==> config.mk <==
export PLATFORM = sky130hd
export DESIGN_NAME = requant_pack_unit
export DESIGN_NICKNAME = d
export VERILOG_FILES = /design/src/rtl/requant_pack_unit.sv
export SDC_FILE = /design/constraint.sdc
export NUM_CORES = 2
export LEC_CHECK = 0
export ABC_AREA = 1
export BUFFER_PORTS_ARGS = -buffer_cell sky130_fd_sc_hd__buf_4
export CAP_MARGIN = 20
export CORE_MARGIN = 1
export CORE_UTILIZATION = 45
export CTS_CLUSTER_DIAMETER = 80
export CTS_CLUSTER_SIZE = 25
export DETAILED_ROUTE_END_ITERATION = 12
export GPL_ROUTABILITY_DRIVEN = 0
export PLACE_DENSITY = 0.64
export SYNTH_ARGS = -nofsm -noshare
export SYNTH_HDL_FRONTEND = slang
export SYNTH_SLANG_ARGS = --single-unit
==> constraint.sdc <==
create_clock -name clk -period 11.16 [get_ports clk]
set_input_delay 1.116 -clock clk [delete_from_list [all_inputs] [get_ports clk]]
set_output_delay 1.116 -clock clk [all_outputs]
set_load 0.02 [all_outputs]
==> src/rtl/requant_pack_unit.sv <==
// requant_pack_unit
// Output stage behind the convolution units. It takes a stream of signed
// 32-bit accumulators and requantizes each one to int8 using TFLite
// semantics:
//   - Q31 fixed-point multiply with saturating rounding doubling high part
//   - rounding right shift
//   - zero-point add
//   - activation clamp
// Four int8 results are then packed into each 32-bit output word.
//
// Ports
//   clk, rst            clock, asynchronous active-high reset
//   start               job start pulse, honoured only while ready=1
//   cfg_multiplier      signed Q31 multiplier, latched on start
//   cfg_shift           right shift 0..31, latched on start
//   cfg_out_zp          signed output zero point, latched on start
//   cfg_act_min/max     signed clamp bounds, latched on start
//   acc_valid/ready     accumulator handshake (acc_data, acc_last)
//   out_valid/ready     packed word handshake (out_data, out_be, out_last)
//   ready               idle and able to take start
//   done                one-cycle pulse after the final word is taken

module requant_pack_unit (
   input  logic        clk,
   input  logic        rst,
   input  logic        start,
   input  logic [31:0] cfg_multiplier,
   input  logic [4:0]  cfg_shift,
   input  logic [7:0]  cfg_out_zp,
   input  logic [7:0]  cfg_act_min,
   input  logic [7:0]  cfg_act_max,
   input  logic        acc_valid,
   input  logic [31:0] acc_data,
   input  logic        acc_last,
   output logic        acc_ready,
   output logic        out_valid,
   output logic [31:0] out_data,
   output logic [3:0]  out_be,
   output logic        out_last,
   input  logic        out_ready,
   output logic        ready,
   output logic        done
);

   typedef enum logic [1:0] {IDLE, RUN, DRAIN, DONE} StateType;

   StateType           r_state;
   logic [31:0]        r_multiplier;
   logic [4:0]         r_shift;
   logic [7:0]         r_outZp;
   logic [7:0]         r_actMin;
   logic [7:0]         r_actMax;

   logic               r_s1Valid;
   logic               r_s1Last;
   logic               r_s1Sat;
   logic signed [63:0] r_s1Prod;

   logic               r_s2Valid;
   logic               r_s2Last;
   logic signed [31:0] r_s2X;

   logic [1:0]         r_lane;
   logic [31:0]        r_pack;
   logic               r_outValid;
   logic [31:0]        r_outData;
   logic [3:0]         r_outBe;
   logic               r_outLast;

   logic               w_stall;
   logic               w_accept;
   logic signed [63:0] w_prod;
   logic signed [63:0] w_nudge;
   logic signed [63:0] w_sum;
   logic signed [63:0] w_biased;
   logic signed [31:0] w_x;
   logic [31:0]        w_mask;
   logic [31:0]        w_rem;
   logic [31:0]        w_thr;
   logic signed [31:0] w_shifted;
   logic               w_roundUp;
   logic signed [31:0] w_y;
   logic signed [32:0] w_z;
   logic signed [32:0] w_minExt;
   logic signed [32:0] w_maxExt;
   logic [7:0]         w_byte;
   logic [31:0]        w_packNext;
   logic [3:0]         w_beNext;
   logic               w_emit;

   // A held output word freezes every stage so nothing is overwritten or lost.
   assign w_stall   = r_outValid && !out_ready;
   assign acc_ready = (r_state == RUN) && !w_stall;
   assign w_accept  = acc_valid && acc_ready;

   assign ready     = (r_state == IDLE);
   assign done      = (r_state == DONE);
   assign out_valid = r_outValid;
   assign out_data  = r_outData;
   assign out_be    = r_outBe;
   assign out_last  = r_outLast;

   // Full 64-bit signed product of accumulator and latched multiplier.
   assign w_prod = $signed({{32{acc_data[31]}}, acc_data})
                 * $signed({{32{r_multiplier[31]}}, r_multiplier});

   // Rounding doubling high multiply. The quotient is truncated toward zero,
   // so negative sums get a bias of 2^31-1 before the arithmetic shift.
   // Only -2^31 * -2^31 can overflow, and that case is flagged in S1.
   always_comb begin
      w_nudge  = r_s1Prod[63] ? (64'sd1 - 64'sd1073741824) : 64'sd1073741824;
      w_sum    = r_s1Prod + w_nudge;
      w_biased = w_sum[63] ? (w_sum + 64'sd2147483647) : w_sum;
      w_x      = r_s1Sat ? 32'sh7FFFFFFF : 32'(w_biased >>> 31);
   end

   // Rounding divide by 2^shift (ties away from zero), zero-point add at
   // 33 bits so it cannot wrap, then clamp into the activation range.
   always_comb begin
      w_mask    = (32'd1 << r_shift) - 32'd1;
      w_rem     = r_s2X & w_mask;
      w_thr     = (w_mask >> 1) + {31'd0, r_s2X[31]};
      w_shifted = r_s2X >>> r_shift;
      w_roundUp = (w_rem > w_thr);
      w_y       = w_shifted + {31'd0, w_roundUp};
      w_z       = {w_y[31], w_y} + {{25{r_outZp[7]}}, r_outZp};
      w_minExt  = {{25{r_actMin[7]}}, r_actMin};
      w_maxExt  = {{25{r_actMax[7]}}, r_actMax};
      if (w_z < w_minExt) begin
         w_byte = r_actMin;
      end else if (w_z > w_maxExt) begin
         w_byte = r_actMax;
      end else begin
         w_byte = w_z[7:0];
      end
   end

   // Lanes above the current one are always zero in the pack register, so
   // OR-ing the new byte in is enough. The byte enables reflect how many
   // lanes the word holds once this byte is included.
   always_comb begin
      w_packNext = r_pack | ({24'd0, w_byte} << {r_lane, 3'b000});
      w_emit     = r_s2Valid && ((r_lane == 2'd3) || r_s2Last);
      case (r_lane)
         2'd0:    w_beNext = 4'b0001;
         2'd1:    w_beNext = 4'b0011;
         2'd2:    w_beNext = 4'b0111;
         default: w_beNext = 4'b1111;
      endcase
   end

   // Job sequencing. Configuration is captured once per job on start.
   // The job ends only when the word carrying the last element is taken.
   always_ff @(posedge clk or posedge rst) begin
      if (rst) begin
         r_state      <= IDLE;
         r_multiplier <= 32'd0;
         r_shift      <= 5'd0;
         r_outZp      <= 8'd0;
         r_actMin     <= 8'd0;
         r_actMax     <= 8'd0;
      end else begin
         case (r_state)
            IDLE: begin
               if (start) begin
                  r_state      <= RUN;
                  r_multiplier <= cfg_multiplier;
                  r_shift      <= cfg_shift;
                  r_outZp      <= cfg_out_zp;
                  r_actMin     <= cfg_act_min;
                  r_actMax     <= cfg_act_max;
               end
            end
            RUN: begin
               if (w_accept && acc_last) begin
                  r_state <= DRAIN;
               end
            end
            DRAIN: begin
               if (r_outValid && out_ready && r_outLast) begin
                  r_state <= DONE;
               end
            end
            default: begin
               r_state <= IDLE;
            end
         endcase
      end
   end

   // Three pipeline stages: S1 product, S2 scaled value, S3 pack/output.
   // Data registers only load when their stage takes a new element.
   always_ff @(posedge clk or posedge rst) begin
      if (rst) begin
         r_s1Valid  <= 1'b0;
         r_s1Last   <= 1'b0;
         r_s1Sat    <= 1'b0;
         r_s1Prod   <= 64'sd0;
         r_s2Valid  <= 1'b0;
         r_s2Last   <= 1'b0;
         r_s2X      <= 32'sd0;
         r_lane     <= 2'd0;
         r_pack     <= 32'd0;
         r_outValid <= 1'b0;
         r_outData  <= 32'd0;
         r_outBe    <= 4'd0;
         r_outLast  <= 1'b0;
      end else if (!w_stall) begin
         r_s1Valid <= w_accept;
         if (w_accept) begin
            r_s1Prod <= w_prod;
            r_s1Last <= acc_last;
            r_s1Sat  <= (acc_data == 32'h8000_0000) && (r_multiplier == 32'h8000_0000);
         end
         r_s2Valid <= r_s1Valid;
         if (r_s1Valid) begin
            r_s2X    <= w_x;
            r_s2Last <= r_s1Last;
         end
         r_outValid <= w_emit;
         if (w_emit) begin
            r_outData <= w_packNext;
            r_outBe   <= w_beNext;
            r_outLast <= r_s2Last;
            r_pack    <= 32'd0;
            r_lane    <= 2'd0;
         end else if (r_s2Valid) begin
            r_pack <= w_packNext;
            r_lane <= r_lane + 2'd1;
         end
      end
   end

endmodule

; Yosys cells after proc, flatten, opt, wreduce, memory -nomap -nowiden
; Cells that the tools add are included.
[op_classes]
n_mul = 1
magnitude_cmp = 3
add_sub_neg = 7
eq_ne = 11
n_shift = 3
bitwise = 3
n_reduce_logical = 20
muxes = 14
[ops]
columns = operator, count
row1 = two-way mux 32 bit, 3
row2 = adder 64 bit, 1
row3 = "equality test 32 bit, second input constant", 2
row4 = multiplier 32 x 32 -> 64 bit, 1
row5 = two-way mux 64 bit, 1
row6 = "adder 63 x 32 -> 63 bit, second input constant", 1
row7 = two-way mux 63 bit, 1
row8 = adder 32 x 8 -> 33 bit, 1
row9 = > comparator 33 x 8 -> 1 bit, 1
row10 = less-than comparator 33 x 8 -> 1 bit, 1
row11 = adder 31 x 1 -> 32 bit, 1
row12 = adder 32 x 1 -> 32 bit, 1
row13 = bitwise AND 32 bit, 1
row14 = > comparator 32 bit, 1
row15 = OR 32 bit, 1
row16 = "left shift 1 x 5 -> 32 bit, first input constant", 1
row17 = left shift 8 x 5 -> 32 bit, 1
row18 = >>> shifter 32 x 5 -> 32 bit, 1
row19 = "subtractor 32 x 1 -> 32 bit, second input constant", 1
row20 = two-way mux 8 bit, 2
row21 = one-hot mux 4 bit (3 select lines), 1
row22 = two-way mux 2 bit, 5
row23 = AND reduction 2 bit, 5
row24 = "equality test 2 bit, second input constant", 4
row25 = other kinds (12), 23
[totals]
wordCells = 81
out_inout_bits = 41
inputBits = 99
register_bits = 236

; Depth between registers and ports, before layout
[depth]
word_depth = 13
ltp_mapped = 65
depth_no_buf = 63

; Least setup slack after synthesis
; Ideal clock, no wire load.
[synth_timing]
kind = reg2reg
from = register r_shift[1]
to = register r_outData[7], in the netlist out_data[7]
n_path_buf = 2
path_slack_ps = 2658
period_less_slack_ps = 8502
required_ps = 11095
path_stages_with_launch = 57
t_arrival_ps = 8437
setup_time_ps = 65
path_cell_list = dfrtp_1 buf_4 nor2_2 nand2_2 nor2_1 nand2_2 ha_1 inv_1 ha_1 ha_1 nand2_1 nor4_4 nand4_2 nor2_4 nand3b_1 xor2_1 ha_1 nand4_1 [... 21 more ...] nand2_1 a21oi_1 o221ai_1 o21ai_0 inv_1 ha_1 nand2_1 nor4_1 nand3b_1 nand4_1 nand2_1 inv_1 clkbuf_1 nand2_1 o211ai_1 nand4_1 nand3_1 o21a_1
[synth_via]
elab_chain_cells = 11
elab_cells_between_ends = 14
cone_classes = add/sub (4) / order compare (3) / shift (3) / mux (2) / bitwise (2)
[synth_rtl]
columns = element, line
row1 = from (decl), 49  ; logic [4:0] r_shift;
row2 = from (signal assigned), 168  ; r_shift <= cfg_shift;
row3 = left shift 1 x 5 -> 32 bit, 120  ; w_mask = (32'd1 << r_shift) - 32'd1;
row4 = subtractor 32 x 1 -> 32 bit, 120
row5 = adder 31 x 1 -> 32 bit / bitwise AND 32 bit (equally long branches), "122, 121"
row6 = > comparator 32 bit, 124  ; w_roundUp = (w_rem > w_thr);
row7 = adder 32 x 1 -> 32 bit (*), 125  ; w_y = w_shifted + {31'd0, w_roundUp};
row8 = adder 32 x 8 -> 33 bit (*), 126  ; w_z = {w_y[31], w_y} + {{25{r_outZp[7]}}, r_outZp};
row9 = > comparator 33 x 8 -> 1 bit, 131  ; end else if (w_z > w_maxExt) begin
row10 = two-way mux 8 bit, 131
row11 = two-way mux 8 bit (*), 129  ; if (w_z < w_minExt) begin
row12 = left shift 8 x 5 -> 32 bit (*), 142  ; w_packNext = r_pack | ({24'd0, w_byte} << {r_lane, 3'b000});
row13 = OR 32 bit (*), 142
row14 = to (signal assigned), 222  ; r_outData <= w_packNext;
row15 = to (decl), 66  ; logic [31:0] r_outData;
; Every way passes the cells marked *; elsewhere a longest branch is shown, timed or not.
; A chain may end at the register's enable or synchronous reset.

; Worst setup path after layout
[layout_timing]
from = register r_shift[0]
to = register r_outData[31], in the netlist out_data[31]
; The elaborated chain is that of the path after synthesis.

==> flow_summary.json <==
{
  "cts_tree": "yes",
  "drt-pass1-iter-count": 8,
  "yosys_warnings": 0,
  "die-area_mm2": 0.133,
  "worst_slew_pin_slew_ns": 1.07,
  "fill_cells": 12800,
  "hp-class": "flip-flop to flip-flop",
  "initial_core_util_pct": 45.6,
  "drc": 0,
  "ff_latch_area_mm2": 0.00591,
  "fmax_ghz": 0.0979,
  "crit_top_cell": "ha_1",
  "cap_violations": 0,
  "min_period_ns": 10.22,
  "cts_buffer_depth": 3,
  "ys_seq_area_share_pct": 9.94,
  "rsz0062_at_grt": "no",
  "rows": 132,
  "place_inst": 9443,
  "multi_input_area_mm2": 0.0452,
  "cts_sinks": 236,
  "synth_ff_type": "dfrtp_1",
  "async_flop_share_pct": 100,
  "num_vias": 50200,
  "drive_above_1_share_pct": 6.00,
  "groute.usage.overall_pct": 26.5,
  "ys_types": 73,
  "via_per_inst": 5.29,
  "h-tree-depth": 1,
  "ant_nets": 0,
  "crit_path_end_kind": "flip-flop",
  "wire_per_inst_um": 18.2,
  "grt_max_degree": 122,
  "design.core.area_mm2": 0.130,
  "first_global_vias": 51800,
  "syn_inst": 7842,
  "synth_area_leaders": "fa_1, nand2_1, inv_1",
  "required_ns": 11.74,
  "synth_area_per_cell_um2": 7.58,
  "cp_data_arrival_time_ns": 10.79,
  "period_share_pct": 91.5,
  "synth_edf_count": 0,
  "cp-start-kind": "flip-flop",
  "dp_hpwl_um": 140000,
  "drt-total-wl_um": 172000,
  "worstSetupPathType": "flip-flop to flip-flop",
  "max-slew-margin-rel_pct": 28.5,
  "path_max_fanout": 14,
  "gr-total-overflow": 0,
  "cts-root-buf": "clkbuf_16",
  "synth_fp_nets": 9387,
  "slowest_stage": "dfrtp_2",
  "ys_seq_elements": 236,
  "synth_top_area_share_pct": 36.5,
  "die_y_um": 365,
  "port_buffers": 139,
  "clkTransAtPathRegs_ns": 0.10,
  "final_cells": 9496,
  "antenna_found_initial": 4,
  "final_util_pct": 48.3,
  "cts_made_buffers": 26,
  "synth_commonest_cells": "nand2_1, inv_1, fa_1, nor2_1, ha_1",
  "setup_viol": 0,
  "fp.dieW_um": 365,
  "worst_slack_ns": 0.944,
  "syn-cell-area_mm2": 0.0594,
  "worstSkewPairLatency_ns": 0.64,
  "cts_hold_buf": 0,
  "first_iter_violations": 3924,
  "yosysMostFrequentCell": "nand2_1",
  "finalMaxSlewViolations": 0,
  "fin_nets": 9280,
  "run_status": "finished clean",
  "num_io_pins": 140,
  "syn_to_final_growth_pct": 5.90,
  "grt_first_pass_wirelength_um": 280000,
  "hold_viol_final": 0,
  "tns_ns": 0,
  "yosys.area.top_type": "fa_1",
  "place_ws_ns": 0.662,
  "fin_worst_skew_ns": 0.0495,
  "max_stage_delay_ns": 0.46
}
==> routing by layer <==
layer / global-route usage (%) / share of wire, % / wire, um
met3: 3.96 / 8.0 / 13700
met5: 0 / 0.031 / 54
met2: 43.7 / 46 / 80000
met4: 7.64 / 3.2 / 5520
met1: 36.2 / 42 / 73200
==> layout by cell type (no fill, tap or decap), types with 39 or more instances in the layout <==
cell / n
a21oi_1: 284
buf_4: 203
dfrtp_1: 235
fa_1: 1083
ha_1: 363
inv_1: 1823
mux2_2: 39
nand2_1: 2014
nand3_1: 231
nand4_1: 105
nor2_1: 422
nor3_1: 40
o21a_1: 39
o21ai_0: 227
o21ai_1: 40
or2_2: 52
xnor2_1: 55
xor2_1: 109
==> state kept, by name (all words and copies together) (netlist names), 2 cells and up <==
name and cells:
out_be 4, out_data 32, r_actMax 8, r_actMin 8, r_lane 2, r_multiplier 32
r_outZp 8, r_pack 32, r_s1Prod 64, r_s2X 32, r_shift 5, r_state 2
==> cells by family (layout without fill, tap and decap cells) <==
logic type | count (synthesis) | after routing | share of synthesized area (%)
AOI/OAI and AO/OA | 733 | 733 | 6.99
DFF | 236 | 236 | 9.94
and+or+nand+nor | 3015 | 3015 | 21.3
muxes | 59 | 59 | 1.08
adders and majority gates | 1446 | 1446 | 44.1
buffers and inverters | 2183 | 2094 | 14.0
other | 2 | 3 | 0.0126
xor gates and xnor gates | 168 | 168 | 2.55
==> worst max-delay path, delay by kind of cell (launching register included) <==
| kind | cells | cell delay [ns] |
|---|---|---|
| xor gates and xnor gates | 3 | 0.48 |
| DFF | 1 | 0.46 |
| and+or+nand+nor | 24 | 3.90 |
| adders and majority gates | 8 | 2.13 |
| AOI/OAI and AO/OA | 11 | 2.63 |
| buffers and inverters | 6 | 0.58 |
==> path summary, 6_finish.rpt <==
path	start	to	slack [ns]	cells after the start
min reg2reg	out_be[3]	out_be[3]	0.48	2
max in group asynchronous	rst	r_shift[0]	8.99	3
max	r_shift[0]	out_data[31]	0.94	52
min in group asynchronous	rst	out_be[0]	0.60	2
max reg2reg	r_shift[0]	out_data[31]	0.94	52
min	out_be[3]	out_be[3]	0.48	2
==> layout make-up <==
class                      instances  area share [%]
antenna                            1         0.00398
clock buffer                      28            1.06
clock inverter                    18           0.525
inverter                        1839            11.0
multi-input combinational       5423            71.9
sequential                       236            9.39
tap                             1742            3.46
timing repair buffer             209            2.67
==> stage by stage <==
step / hold WS (ns) / cell area (um^2)
2_1_floorplan: 0.449 / 59400
3_3_place_gp: 0.457 / 61700
3_5_place_dp: 0.463 / 61800
4_1_cts: 0.487 / 62800
5_1_grt: 0.510 / 62900
6_report: 0.484 / 62900
==> timing repair <==
item / in CTS / in global routing
gates resized for setup: 0 / 6
setup endpoints to repair: 0 / 64
buffers inserted: 0 / 3
Power is not shown: default switching activity piles up to over one toggle a cycle in this logic, so the estimate is an artifact.
